File: config.mk
export PLATFORM = sky130hd
export DESIGN_NAME = byte_pair_packer
export DESIGN_NICKNAME = d
export VERILOG_FILES = /design/src/rtl/byte_pair_packer.sv
export SDC_FILE = /design/constraint.sdc
export NUM_CORES = 1
export LEC_CHECK = 0
export CAP_MARGIN = 20
export CORE_ASPECT_RATIO = 1.2
export CORE_MARGIN = 2
export CORE_UTILIZATION = 45
export CTS_CLUSTER_SIZE = 20
export DETAILED_ROUTE_END_ITERATION = 12
export GPL_TIMING_DRIVEN = 0
export PLACE_DENSITY = 0.82
export SYNTH_ARGS = -nofsm -noshare
export SYNTH_HDL_FRONTEND = slang
export SYNTH_SLANG_ARGS = --single-unit
File: constraint.sdc
create_clock -name clk -period 4.7 [get_ports clk]
set_input_delay 0.94 -clock clk [delete_from_list [all_inputs] [get_ports clk]]
set_output_delay 0.94 -clock clk [all_outputs]
set_load 0.02 [all_outputs]
File: src/rtl/byte_pair_packer.sv
// Packs a byte stream into 16-bit {byte1, byte2} words behind a small output FIFO.
// Odd-length frames are closed with PAD_BYTE in byte2.
module byte_pair_packer #(
  parameter int          FIFO_DEPTH = 2,
  parameter logic [7:0]  PAD_BYTE   = 8'h00
) (
  input  logic        clk,
  input  logic        rst,
  input  logic [7:0]  in_byte,
  input  logic        in_valid,
  input  logic        in_last,
  output logic        in_ready,
  output logic [15:0] out_packed_data,
  output logic        out_valid,
  input  logic        out_ready,
  output logic        out_padded,
  output logic        out_last,
  output logic [15:0] word_count
);

  localparam int AW = (FIFO_DEPTH > 1) ? $clog2(FIFO_DEPTH) : 1;
  localparam int CW = AW + 1;
  localparam logic [CW-1:0] DEPTH_C = CW'(FIFO_DEPTH);

  typedef enum logic {
    HIGH = 1'b0,
    LOW  = 1'b1
  } state_e;

  typedef struct packed {
    logic [15:0] data;
    logic        padded;
    logic        last;
  } entry_t;

  state_e        state_q, state_d;
  logic [7:0]    byte1_q, byte1_d;
  entry_t        mem_q [FIFO_DEPTH];
  logic [AW-1:0] wr_ptr_q, rd_ptr_q;
  logic [CW-1:0] count_q;
  logic [15:0]   word_count_q;

  logic   accept, pop, push, full;
  entry_t push_entry, head;

  assign full     = (count_q == DEPTH_C);
  assign in_ready = !rst && !full;
  assign accept   = in_valid && in_ready;
  assign pop      = out_valid && out_ready;

  // State register; a held byte1 is discarded on reset.
  // NOTE: sequential state uses non-blocking assignments so every flop samples pre-edge values.
  always_ff @(posedge clk) begin
    if (rst) begin
      state_q <= HIGH;
      byte1_q <= 8'h00;
    end else begin
      state_q <= state_d;
      byte1_q <= byte1_d;
    end
  end

  // NOTE: every combinational output gets a default first so no latch is inferred.
  always_comb begin
    state_d = state_q;
    if (accept) begin
      case (state_q)
        HIGH:    state_d = in_last ? HIGH : LOW;
        LOW:     state_d = HIGH;
        default: state_d = HIGH;
      endcase
    end
  end

  always_comb begin
    push       = 1'b0;
    push_entry = '0;
    byte1_d    = byte1_q;
    if (accept) begin
      case (state_q)
        HIGH: begin
          if (in_last) begin
            push       = 1'b1;
            push_entry = '{data: {in_byte, PAD_BYTE}, padded: 1'b1, last: 1'b1};
          end else begin
            byte1_d = in_byte;
          end
        end
        LOW: begin
          push       = 1'b1;
          push_entry = '{data: {byte1_q, in_byte}, padded: 1'b0, last: in_last};
        end
        default: ;
      endcase
    end
  end

  // NOTE: FIFO storage is not reset; the cleared count masks stale entries from the outputs.
  always_ff @(posedge clk) begin
    if (push) begin
      mem_q[wr_ptr_q] <= push_entry;
    end
  end

  always_ff @(posedge clk) begin
    if (rst) begin
      wr_ptr_q     <= '0;
      rd_ptr_q     <= '0;
      count_q      <= '0;
      word_count_q <= 16'h0000;
    end else begin
      if (push) wr_ptr_q <= wr_ptr_q + AW'(1);
      if (pop) begin
        rd_ptr_q     <= rd_ptr_q + AW'(1);
        word_count_q <= word_count_q + 16'h0001;
      end
      case ({push, pop})
        2'b10:   count_q <= count_q + CW'(1);
        2'b01:   count_q <= count_q - CW'(1);
        default: count_q <= count_q;
      endcase
    end
  end

  assign head            = mem_q[rd_ptr_q];
  assign out_valid       = (count_q != '0);
  assign out_packed_data = out_valid ? head.data   : 16'h0000;
  assign out_padded      = out_valid ? head.padded : 1'b0;
  assign out_last        = out_valid ? head.last   : 1'b0;
  assign word_count      = word_count_q;

endmodule

# After elaboration in Yosys (flattened, before gate mapping)
# Memories as Yosys holds them, arrays and structs flattened. A register that Yosys moved wholly into a read port is not among the register bits.
# Index checks and enable logic that the tools add are counted.
[op_classes]
add_sub_neg = 5
eq_ne = 3
n_mux = 16
bitwise = 2
reduce_logical = 8
[ops]
columns = ["op", "count"]
rows = [
  ["18-bit two-way mux", 2],
  ["18-bit case mux with 2 select lines", 1],
  ["16-bit by 1-bit adder with 16-bit output (second input constant)", 1],
  ["16-bit two-way mux", 1],
  ["1-bit two-way mux", 9],
  ["2-bit == test (second input constant)", 2],
  ["1-bit case mux with 2 select lines", 2],
  ["2-bit case mux with 2 select lines", 1],
  ["2-bit nonzero test", 2],
  ["1-bit logical AND", 3],
  ["3-bit AND reduction", 1],
  ["1-bit adder (second input constant)", 2],
  ["2-bit by 1-bit adder with 2-bit output (second input constant)", 1],
  ["2-bit by 1-bit == test with 1-bit output (second input constant)", 1],
  ["1-bit logical NOT", 2],
  ["1-bit NOT", 2],
  ["2-bit by 1-bit subtractor with 2-bit output (second input constant)", 1],
]
[word_totals]
ff_bits = 29
mem_bits_rw = 36
in_bits = 13
out_inout_bits = 36
elab_cells = 41
memories = 1
[memory_table]
columns = ["name", "depth", "word_bits", "rd", "rd_clocked_by_memory_dff", "wr", "line", "text"]
rows = [
  ["mem_q", 2, 18, 1, 1, 1, "38", "entry_t mem_q [FIFO_DEPTH];"],
]

# Longest topological paths before layout
# Gate-level depths: netlist of the first run.
[logic_depth]
depth_word = 7
depth_mapped = 7
depth_no_buf = 6

# Least setup slack after synthesis of the first run
# OpenSTA, ideal clock, no wires.
[synth_path]
kind = "input to register"
startpoint = "in rst"
endpoint = "mem mem_q[0][0] (netlist bit), enable pin"
setup_time_ns = 0.393
t_arrival_ns = 2.085
required_ns = 4.307
path_slack_ns = 2.223
cell_stages = 3
path_cell_list = "inv_1 > o2111ai_1 > nor2_1"
[synth_between]
elab_chain_len = 6
[synth_rtl]
columns = ["element", "line", "text"]
rows = [
  ["start, declared", "8", "input logic rst,"],
  ["1-bit logical NOT", "47", "assign in_ready = !rst && !full;"],
  ["1-bit logical AND", "47", ""],
  ["1-bit logical AND", "48", "assign accept = in_valid && in_ready;"],
  ["1-bit two-way mux", "79", "if (accept) begin"],
  ["1-bit two-way mux", "100", "if (push) begin"],
  ["1-bit two-way mux (implied by the code)", "101", "mem_q[wr_ptr_q] <= push_entry;"],
  ["end, declared", "38", ""],
]
# No other way between the ends.

# Worst setup path in the final report of the first run
[layout_path]
startpoint = "reg count_q[1]"
endpoint = "out out_packed_data[7]"
[layout_between]
elab_chain_len = 2
[layout_rtl]
columns = ["element", "line", "text"]
rows = [
  ["start, declared", "40", "logic [CW-1:0] count_q;"],
  ["start signal, assigned", "118", "2'b10: count_q <= count_q + CW'(1);"],
  ["start signal, assigned", "119", "2'b01: count_q <= count_q - CW'(1);"],
  ["start signal, assigned", "120", "default: count_q <= count_q;"],
  ["2-bit nonzero test", "126", "assign out_valid = (count_q != '0);"],
  ["16-bit two-way mux", "127", "assign out_packed_data = out_valid ? head.data : 16'h0000;"],
  ["end, declared", "13", "output logic [15:0] out_packed_data,"],
]
# No other way between the ends.

==> results.txt, run 1 <==
----------------------------------------------------
[Status]
  Outcome ... completed

[Logic synthesis]
  Register bit total from synthesis ... 66
  Synthesized net count ... between 200 and 300
  Top area cells in the synthesized netlist ... sky130_fd_sc_hd__edfxtp_1 38%, sky130_fd_sc_hd__dfxtp_1 21%, sky130_fd_sc_hd__mux2i_1 9.9%
  Number of instances in the synthesized netlist ... around 240
  Synth Warn # ... 0
  Synth top area share ... 38.3%
  Syn Std Cell Area ... about 0.0028 sq mm
  Sequential fraction of the synthesis area ... approximately three fifths
  Cell type with the largest total area after synthesis ... sky130_fd_sc_hd__edfxtp_1
  Post-Synthesis Mean Instance Area ... between 10 and 15 sq um
  Number of library cell types mapped by synthesis ... 35

[Layout]
  Antenna fix cells ... 0
  Final cell count without fillers ... just under 400
  Synth-to-layout area growth ... 28.5%
  Proportion of layout cells with a drive suffix above 1 ... a little over a tenth
  Post-layout nets ... around 320
  Area of all placed cells without fillers ... 0.00363 sq mm

[Clocking]
  Count of hold-fix buffers inserted at cts ... 0
  Clock H-tree levels ... 3
  Clock transition time at the flip-flop clock pins of the worst setup and hold paths ... approximately 0.070 ns
  Clock Tree Root ... sky130_fd_sc_hd__clkbuf_8
  Post-CTS setup-driven buffer insertion count ... 0
  Number of clock sinks seen by CTS ... 66
  Number of cells upsized or downsized after cts ... 0
  Maximum root-to-sink buffer count ... 2
  Number of buffers inserted during clock tree synthesis ... 9
  Source-to-sink clock delay at the later pin of the worst-skew pair ... approximately 0.34 ns
  Clock tree from TritonCTS ... yes

[Power and ir drop]
  Pwr per Cell Area ... about 400 mW/mm^2
  Leakage ... between 1 and 1.5 nW
  Highest ir drop seen on vdd ... 206 uV

[Timing]
  Pins over their slew limit ... 0
  Number of failing hold endpoints at the final stage ... 0
  Worst slew margin relative to its limit ... ~36%
  Post-route clock skew ... between 0.008 and 0.009 ns
  Peak clock frequency supported by timing ... approximately 290 MHz
  Final setup violation count ... 0
  Final setup TNS ... 0 ns
  Unrepaired setup endpoints after global routing ... false
  Final period util ... between 70% and 80%
  Least-Margin Pin Slew ... 0.954 ns
  Post-layout min period ... 3.44 ns

[Setup path]
  Kind of launch point of the worst setup path ... flip-flop
  Largest fanout on the critical path ... 10
  Ordered list of cells on the worst path ... buf_4 -> nor2_1 -> clkbuf_1 -> nor2_1 -> clkdlybuf4s50_1
  Kind of critical path ... flip-flop to primary output
  Worst Setup End Kind ... primary output
  Req. time, crit path ... roughly 3.8 ns
  WP data arrival ... 2.50 ns
  Most common cell on crit path ... sky130_fd_sc_hd__nor2_1
  Cell with the biggest individual delay on the critical path ... sky130_fd_sc_hd__nor2_1
  Slowest Stage Delay on Critical Path ... roughly 0.64 ns

[Floorplanning]
  Overall die width ... 76.3 um
  Core area ... between 0.006 and 0.007 sq mm
  Top Ports ... 49
  DIE AREA ... approximately 0.0069 sq mm
  Starting Density ... ~47%
  DIE HEIGHT ... ~91 um
  Row cnt ... 31

[Drt]
  Total via count in the routed design ... ~2.0k
  Via density per instance ... between 5 and 6
  Final WL ... approximately 5400 um
  Drt drc ... 0
  Antenna-violating nets left ... 0
  Count of TritonRoute iterations in the first routing pass ... 4
  Number of violations reported at the end of detailed-routing iteration 0 ... 122
  Mean routed wirelength per cell ... between 10 and 15 um

[Placement]
  Cell area reported after detailed placement ... about 0.0034 sq mm
  RD Place Congestion ... roughly 0.77
  DP HPWL ... between 3000 and 4000 um
  Placed Cells ... 373
  Port-buffer cells ... 48

[Global route]
  Total grt overflow ... 0
  Number of antenna violations at the first check in global routing ... 0
  Met1 global-route usage ... a little under a fifth
  Global-route layer with the greatest usage ... met2
  Total routing usage reported by global routing ... approximately 16%
  Global routing met2 resource utilization ... between 20% and 30%
  Via count of the first global-routing pass ... approximately 1.9k
  Pin count of the biggest net entering global routing ... 19
  Met3 Resource Use GR ... under 10%
  Global-route wire length before repair ... just under 9000 um

[Flow run]
  Max-capacitance violation count ... 0

[Worst hold path]
  Path type of the worst min-delay path ... flip-flop to flip-flop

----------------------------------------------------
cells in the mapped netlist:
cell type,instances
sky130_fd_sc_hd__and2_4,1
sky130_fd_sc_hd__nor3_1,5
sky130_fd_sc_hd__o211ai_2,1
sky130_fd_sc_hd__buf_2,3
sky130_fd_sc_hd__nor4_1,3
sky130_fd_sc_hd__a22o_1,7
sky130_fd_sc_hd__nor2_1,51
sky130_fd_sc_hd__mux2i_1,28
sky130_fd_sc_hd__inv_1,10
sky130_fd_sc_hd__o2111ai_2,1
sky130_fd_sc_hd__nand4_2,1
sky130_fd_sc_hd__buf_1,1
sky130_fd_sc_hd__ha_1,2
sky130_fd_sc_hd__nand4_1,3
sky130_fd_sc_hd__nand2_1,4
sky130_fd_sc_hd__clkbuf_1,3
sky130_fd_sc_hd__edfxtp_1,36
sky130_fd_sc_hd__o2111ai_1,1
sky130_fd_sc_hd__dfxtp_1,30
sky130_fd_sc_hd__o21ai_0,4
sky130_fd_sc_hd__nand2b_4,1
sky130_fd_sc_hd__buf_6,3
sky130_fd_sc_hd__nor3_2,1
sky130_fd_sc_hd__xnor2_1,11
sky130_fd_sc_hd__xor2_1,3
sky130_fd_sc_hd__and3_4,1
sky130_fd_sc_hd__nor2b_1,1
sky130_fd_sc_hd__a21o_1,1
sky130_fd_sc_hd__mux2_2,1
sky130_fd_sc_hd__nand3_1,5
sky130_fd_sc_hd__and2_1,8
sky130_fd_sc_hd__or3_1,4
sky130_fd_sc_hd__a21oi_1,6
sky130_fd_sc_hd__o21ai_1,1
sky130_fd_sc_hd__buf_4,1
area by class of cell:
| class | count | area [sq um] |
|---|---|---|
| timing repair buffer | 48 | 480 |
| buffer | 11 | 71.3 |
| clock buffer | 9 | 124 |
| inverter | 10 | 37.5 |
| sequential | 66 | 1680 |
| tap | 82 | 103 |
| clock inverter | 7 | 92.6 |
| fill | 516 | 2420 |
| multi-input combinational | 156 | 1040 |
path summary, 6_finish.rpt:
path | start | end | slack, ns | cells past startpoint
worst max-delay path | count_q[1] | out_packed_data[7] | 1.26 | 5
worst min-delay path | byte1_q[0] | byte1_q[0] | 0.50 | 2
worst max register to register | count_q[0] | mem_q[1][2] | 2.58 | 4
worst min register to register | byte1_q[0] | byte1_q[0] | 0.50 | 2
placed cells by master, fill, tap and decap left out, drive strengths merged:
cell	instances
mux2	1
clkbuf	12
edfxtp	36
clkinvlp	2
dfxtp	30
inv	11
nor2	51
nand4	4
nand3	5
nand2b	1
buf	8
clkdlybuf4s50	48
a21oi	6
bufinv	2
mux2i	28
nor4	3
o21ai	5
xor2	3
nand2	4
and2	9
o2111ai	2
and3	1
a21o	1
xnor2	11
o211ai	1
nor2b	1
or3	4
a22o	7
clkinv	2
ha	2
nor3	6
worst max-delay path, delay by kind of cell (launching register included):
family,cells,cell delay (ns)
DFF,1,0.30
buffers and inverters,3,1.11
and+or+nand+nor,2,0.75
power breakdown:
part	total, mW	internal, mW	switching (mW)	leakage (nW)
combinational	0.302	0.135	0.166	0.604
sequential	0.637	0.628	0.00928	0.596
clock	0.515	0.297	0.217	0.103
total	1.45	1.06	0.393	1.30
through the flow:
step / setup WS, ns / power, mW / util, % / hold WS [ns]
global route: 1.08 / 1.51 / 59.9 / 0.536
CTS: 1.19 / 1.47 / 59.9 / 0.507
finish: 1.26 / 1.45 / 59.9 / 0.498
floorplan: 2.22 / 0.835 / - / 0.463
detailed placement: 1.42 / 0.956 / 56.3 / 0.489
global placement: 1.22 / 0.947 / 56.3 / 0.475
layer usage:
metal,wire length (um),vias to the layer above
met5,0,-
met4,35,0
met3,278,4
met2,2740,48
met1,2340,957
li1,-,975
sequential cells by signal (all words and copies together) (netlist names), named ones only:
name	cells
mem_q	36
word_count	16
byte1_q	8
count_q	2
rd_ptr_q	1
state_q	1
wr_ptr_q	1
cell families (layout without fill, tap and decap cells):
logic type	after synthesis	after routing	synth area share, %
buffers and inverters	21	85	3.86
xor gates and xnor gates	14	14	4.35
AOI/OAI and AO/OA	22	22	5.68
DFF	66	66	59.6
muxes	29	29	10.3
and+or+nand+nor	89	89	15.3
adders and majority gates	2	2	0.887
Power figures use the tool's default switching activity.
==> run 2, diff against run 1 <==
--- a/config.mk
+++ b/config.mk
@@ -12,7 +12,7 @@
 export CTS_CLUSTER_SIZE = 20
 export DETAILED_ROUTE_END_ITERATION = 12
 export GPL_TIMING_DRIVEN = 0
-export PLACE_DENSITY = 0.82
+export PLACE_DENSITY = 0.84
 export SYNTH_ARGS = -nofsm -noshare
 export SYNTH_HDL_FRONTEND = slang
 export SYNTH_SLANG_ARGS = --single-unit
==> constraint.sdc (replaced) <==
create_clock -name clk -period 2.9 [get_ports clk]
set_input_delay 0.58 -clock clk [delete_from_list [all_inputs] [get_ports clk]]
set_output_delay 0.58 -clock clk [all_outputs]
set_load 0.02 [all_outputs]
==> run 2 against run 1 <==
Sequential cell count is the same; utilization is 0.95 points lower; sequential power up 62%; first-iteration DRC count is 32% lower; routed wire length up 2.1%; final cell count did not move; count of clock-buffer cells in the layout is 3 higher; power up 48%; hold slack gained 0.00079 ns; global-route usage is 0.42 points higher.
==> results.txt, run 2 (synthesis results as in run 1) <==
----------------------------------------------------
[Placement]
  RD Place Congestion ... 0.725 (-5.6%)
  Port-buffer cells ... 48 (unchanged)
  Placed Cells ... 373 (unchanged)
  Cell area reported after detailed placement ... 0.00341 sq mm (unchanged)
  DP HPWL ... 3780 um (+2.8%)

[Floorplanning]
  Row cnt ... 31 (unchanged)
  DIE HEIGHT ... 90.7 um (unchanged)
  Overall die width ... 76.3 um (unchanged)
  Starting Density ... 46.6% (unchanged)
  DIE AREA ... 0.00692 sq mm (unchanged)
  Top Ports ... 49 (unchanged)
  Core area ... 0.00605 sq mm (unchanged)

[Global route]
  Met3 Resource Use GR ... 5.10% (+0.20 points)
  Via count of the first global-routing pass ... 1880 (unchanged)
  Met1 global-route usage ... 18.1% (-0.24 points)
  Total grt overflow ... 0 (unchanged)
  Global-route layer with the greatest usage ... met2
  Global-route wire length before repair ... 8830 um (+0.87%)
  Global routing met2 resource utilization ... 29.0% (+0.59 points)
  Number of antenna violations at the first check in global routing ... 0 (unchanged)
  Pin count of the biggest net entering global routing ... 19 (unchanged)
  Total routing usage reported by global routing ... 16.5% (+0.42 points)

[Clocking]
  Source-to-sink clock delay at the later pin of the worst-skew pair ... 0.33 ns (about the same)
  Maximum root-to-sink buffer count ... 2 (unchanged)
  Post-CTS setup-driven buffer insertion count ... 0 (unchanged)
  Number of clock sinks seen by CTS ... 66 (unchanged)
  Number of cells upsized or downsized after cts ... 1 (+1)
  Count of hold-fix buffers inserted at cts ... 0 (unchanged)
  Clock H-tree levels ... 3 (unchanged)
  Clock transition time at the flip-flop clock pins of the worst setup and hold paths ... 0.06 ns (about the same)
  Clock tree from TritonCTS ... yes
  Clock Tree Root ... sky130_fd_sc_hd__clkbuf_8
  Number of buffers inserted during clock tree synthesis ... 9 (unchanged)

[Layout]
  Highest-count cells in the layout ignoring fill and taps ... 48 x sky130_fd_sc_hd__nor2_1, 48 x sky130_fd_sc_hd__clkdlybuf4s50_1, 36 x sky130_fd_sc_hd__edfxtp_1
  Proportion of layout cells with a drive suffix above 1 ... 10.4% (unchanged)
  Area used by multi-input combinational logic ... 0.00104 sq mm (+0.24%)
  Antenna fix cells ... 0 (unchanged)
  Synth-to-layout area growth ... 26.5%
  Post-layout nets ... 317 (unchanged)
  Filler instances ... 529 (+2.5%)
  Largest register FFs ... 36 (unchanged)
  Area of all placed cells without fillers ... 0.00357 sq mm (-1.6%)
  Final cell count without fillers ... 389 (unchanged)
  Register with the most flip-flops ... mem_q
  Register Area ... 0.00168 sq mm (unchanged)

[Setup path]
  Req. time, crit path ... 2.32 ns (-1.44 ns)
  Kind of launch point of the worst setup path ... flip-flop
  Worst Setup End Kind ... primary output
  Kind of critical path ... flip-flop to primary output
  WP data arrival ... 2.14 ns (-0.36 ns)
  Largest fanout on the critical path ... 10 (unchanged)

[Timing]
  Number of failing hold endpoints at the final stage ... 0 (unchanged)
  Pins over their slew limit ... 0 (unchanged)
  Final period util ... between 90% and 100%
  Worst slew margin relative to its limit ... 36.2% (-0.12 points)
  Final setup violation count ... 0 (unchanged)
  Least-Margin Pin Slew ... 0.956 ns (+0.00186 ns)
  Unrepaired setup endpoints after global routing ... false
  Post-layout min period ... 2.72 ns
  Peak clock frequency supported by timing ... about 370 MHz
  Post-route clock skew ... 0.00686 ns (-0.00152 ns)

[Drt]
  Total via count in the routed design ... 1955 (-1.5%)
  Count of TritonRoute iterations in the first routing pass ... 4 (unchanged)
  Antenna-violating nets left ... 0 (unchanged)
  Number of violations reported at the end of detailed-routing iteration 0 ... 83 (-32%)
  Mean routed wirelength per cell ... 14.1 um (+2.1%)
  Final WL ... 5500 um (+2.1%)
  Via density per instance ... 5.03 (-1.5%)
  Drt drc ... 0 (unchanged)

[Flow run]
  Max-capacitance violation count ... 0 (unchanged)

[Status]
  Outcome ... completed

[Worst hold path]
  Path type of the worst min-delay path ... flip-flop to flip-flop

[Power and ir drop]
  Highest ir drop seen on vdd ... 302 uV (+47%)
  Leakage ... 1.29 nW (-1.2%)
  Pwr per Cell Area ... 602 mW/mm^2 (+50%)

----------------------------------------------------
==> run 2: cell count changes in the layout (fill, tap and decap cells not counted) <==
cell | before | now
sky130_fd_sc_hd__clkinv_2 | 1 | 4
sky130_fd_sc_hd__nor2_1 | 49 | 48
sky130_fd_sc_hd__nor2_2 | 2 | 3
sky130_fd_sc_hd__bufinv_16 | 2 | 0
sky130_fd_sc_hd__inv_6 | 1 | 0
sky130_fd_sc_hd__clkbuf_2 | 0 | 1
sky130_fd_sc_hd__clkinv_1 | 1 | 0
sky130_fd_sc_hd__clkbuf_1 | 3 | 5
sky130_fd_sc_hd__clkinvlp_4 | 2 | 0
==> run 2: worst max-delay path: stages, from the launching register on <==
cell,delay [ns]
sky130_fd_sc_hd__dfxtp_1,0.31
sky130_fd_sc_hd__buf_2,0.27
sky130_fd_sc_hd__buf_2,0.36
sky130_fd_sc_hd__mux2i_1,0.13
sky130_fd_sc_hd__nor2_1,0.12
sky130_fd_sc_hd__clkdlybuf4s50_1,0.61
==> run 2: path summary, 6_finish.rpt <==
path                             end       start  depth (start not counted)  slack, ns
setup / recovery  out_packed_data[7]   flip-flop                          5       0.18
hold / removal            byte1_q[4]  byte1_q[4]                          2       0.50
setup reg to reg        mem_q[1][11]  count_q[0]                          4       0.82
hold reg to reg           byte1_q[4]  byte1_q[4]                          2       0.50
==> run 2: area by class of cell <==
cell class | count | area share (%)
sequential | 66 | 47.1
multi-input combinational | 156 | 29.1
timing repair buffer | 48 | 13.5
clock buffer | 12 | 3.79
tap | 82 | 2.88
buffer | 11 | 2.03
inverter | 10 | 1.05
clock inverter | 4 | 0.561
==> run 2: power by group <==
part	leakage (nW)	switching, mW	internal [mW]	total [mW]
clock	0.0839	0.319	0.305	0.624
sequential	0.596	0.0161	1.02	1.03
combinational	0.607	0.268	0.222	0.490
==> run 2: stage by stage <==
stage	hold WS (ns)	util [%]	total power, mW	setup TNS (ns)	setup WS, ns
2_1_floorplan	0.463	-	1.35	0	0.783
3_3_place_gp	0.476	56.3	1.53	-8.01	-0.225
3_5_place_dp	0.491	56.3	1.55	0	0.0935
4_1_cts	0.506	59.0	2.17	0	0.0416
5_1_grt	0.522	59.0	2.24	0	0.0193
6_report	0.499	59.0	2.15	0	0.180
==> run 2: routing by layer <==
layer  share of wire (%)  vias to the layer above
met5                   0                        -
met3                 5.1                        8
met2                  51                       55
met1                  42                      921
met4                 1.4                        0
li1                    -                      971
==> run 3, diff against run 2 <==
--- a/config.mk
+++ b/config.mk
@@ -16,3 +16,4 @@
 export SYNTH_ARGS = -nofsm -noshare
 export SYNTH_HDL_FRONTEND = slang
 export SYNTH_SLANG_ARGS = --single-unit
+export TNS_END_PERCENT = 5
==> results of run 3 <==
The final DEF is identical to that of run 2; final timing and power are the same.
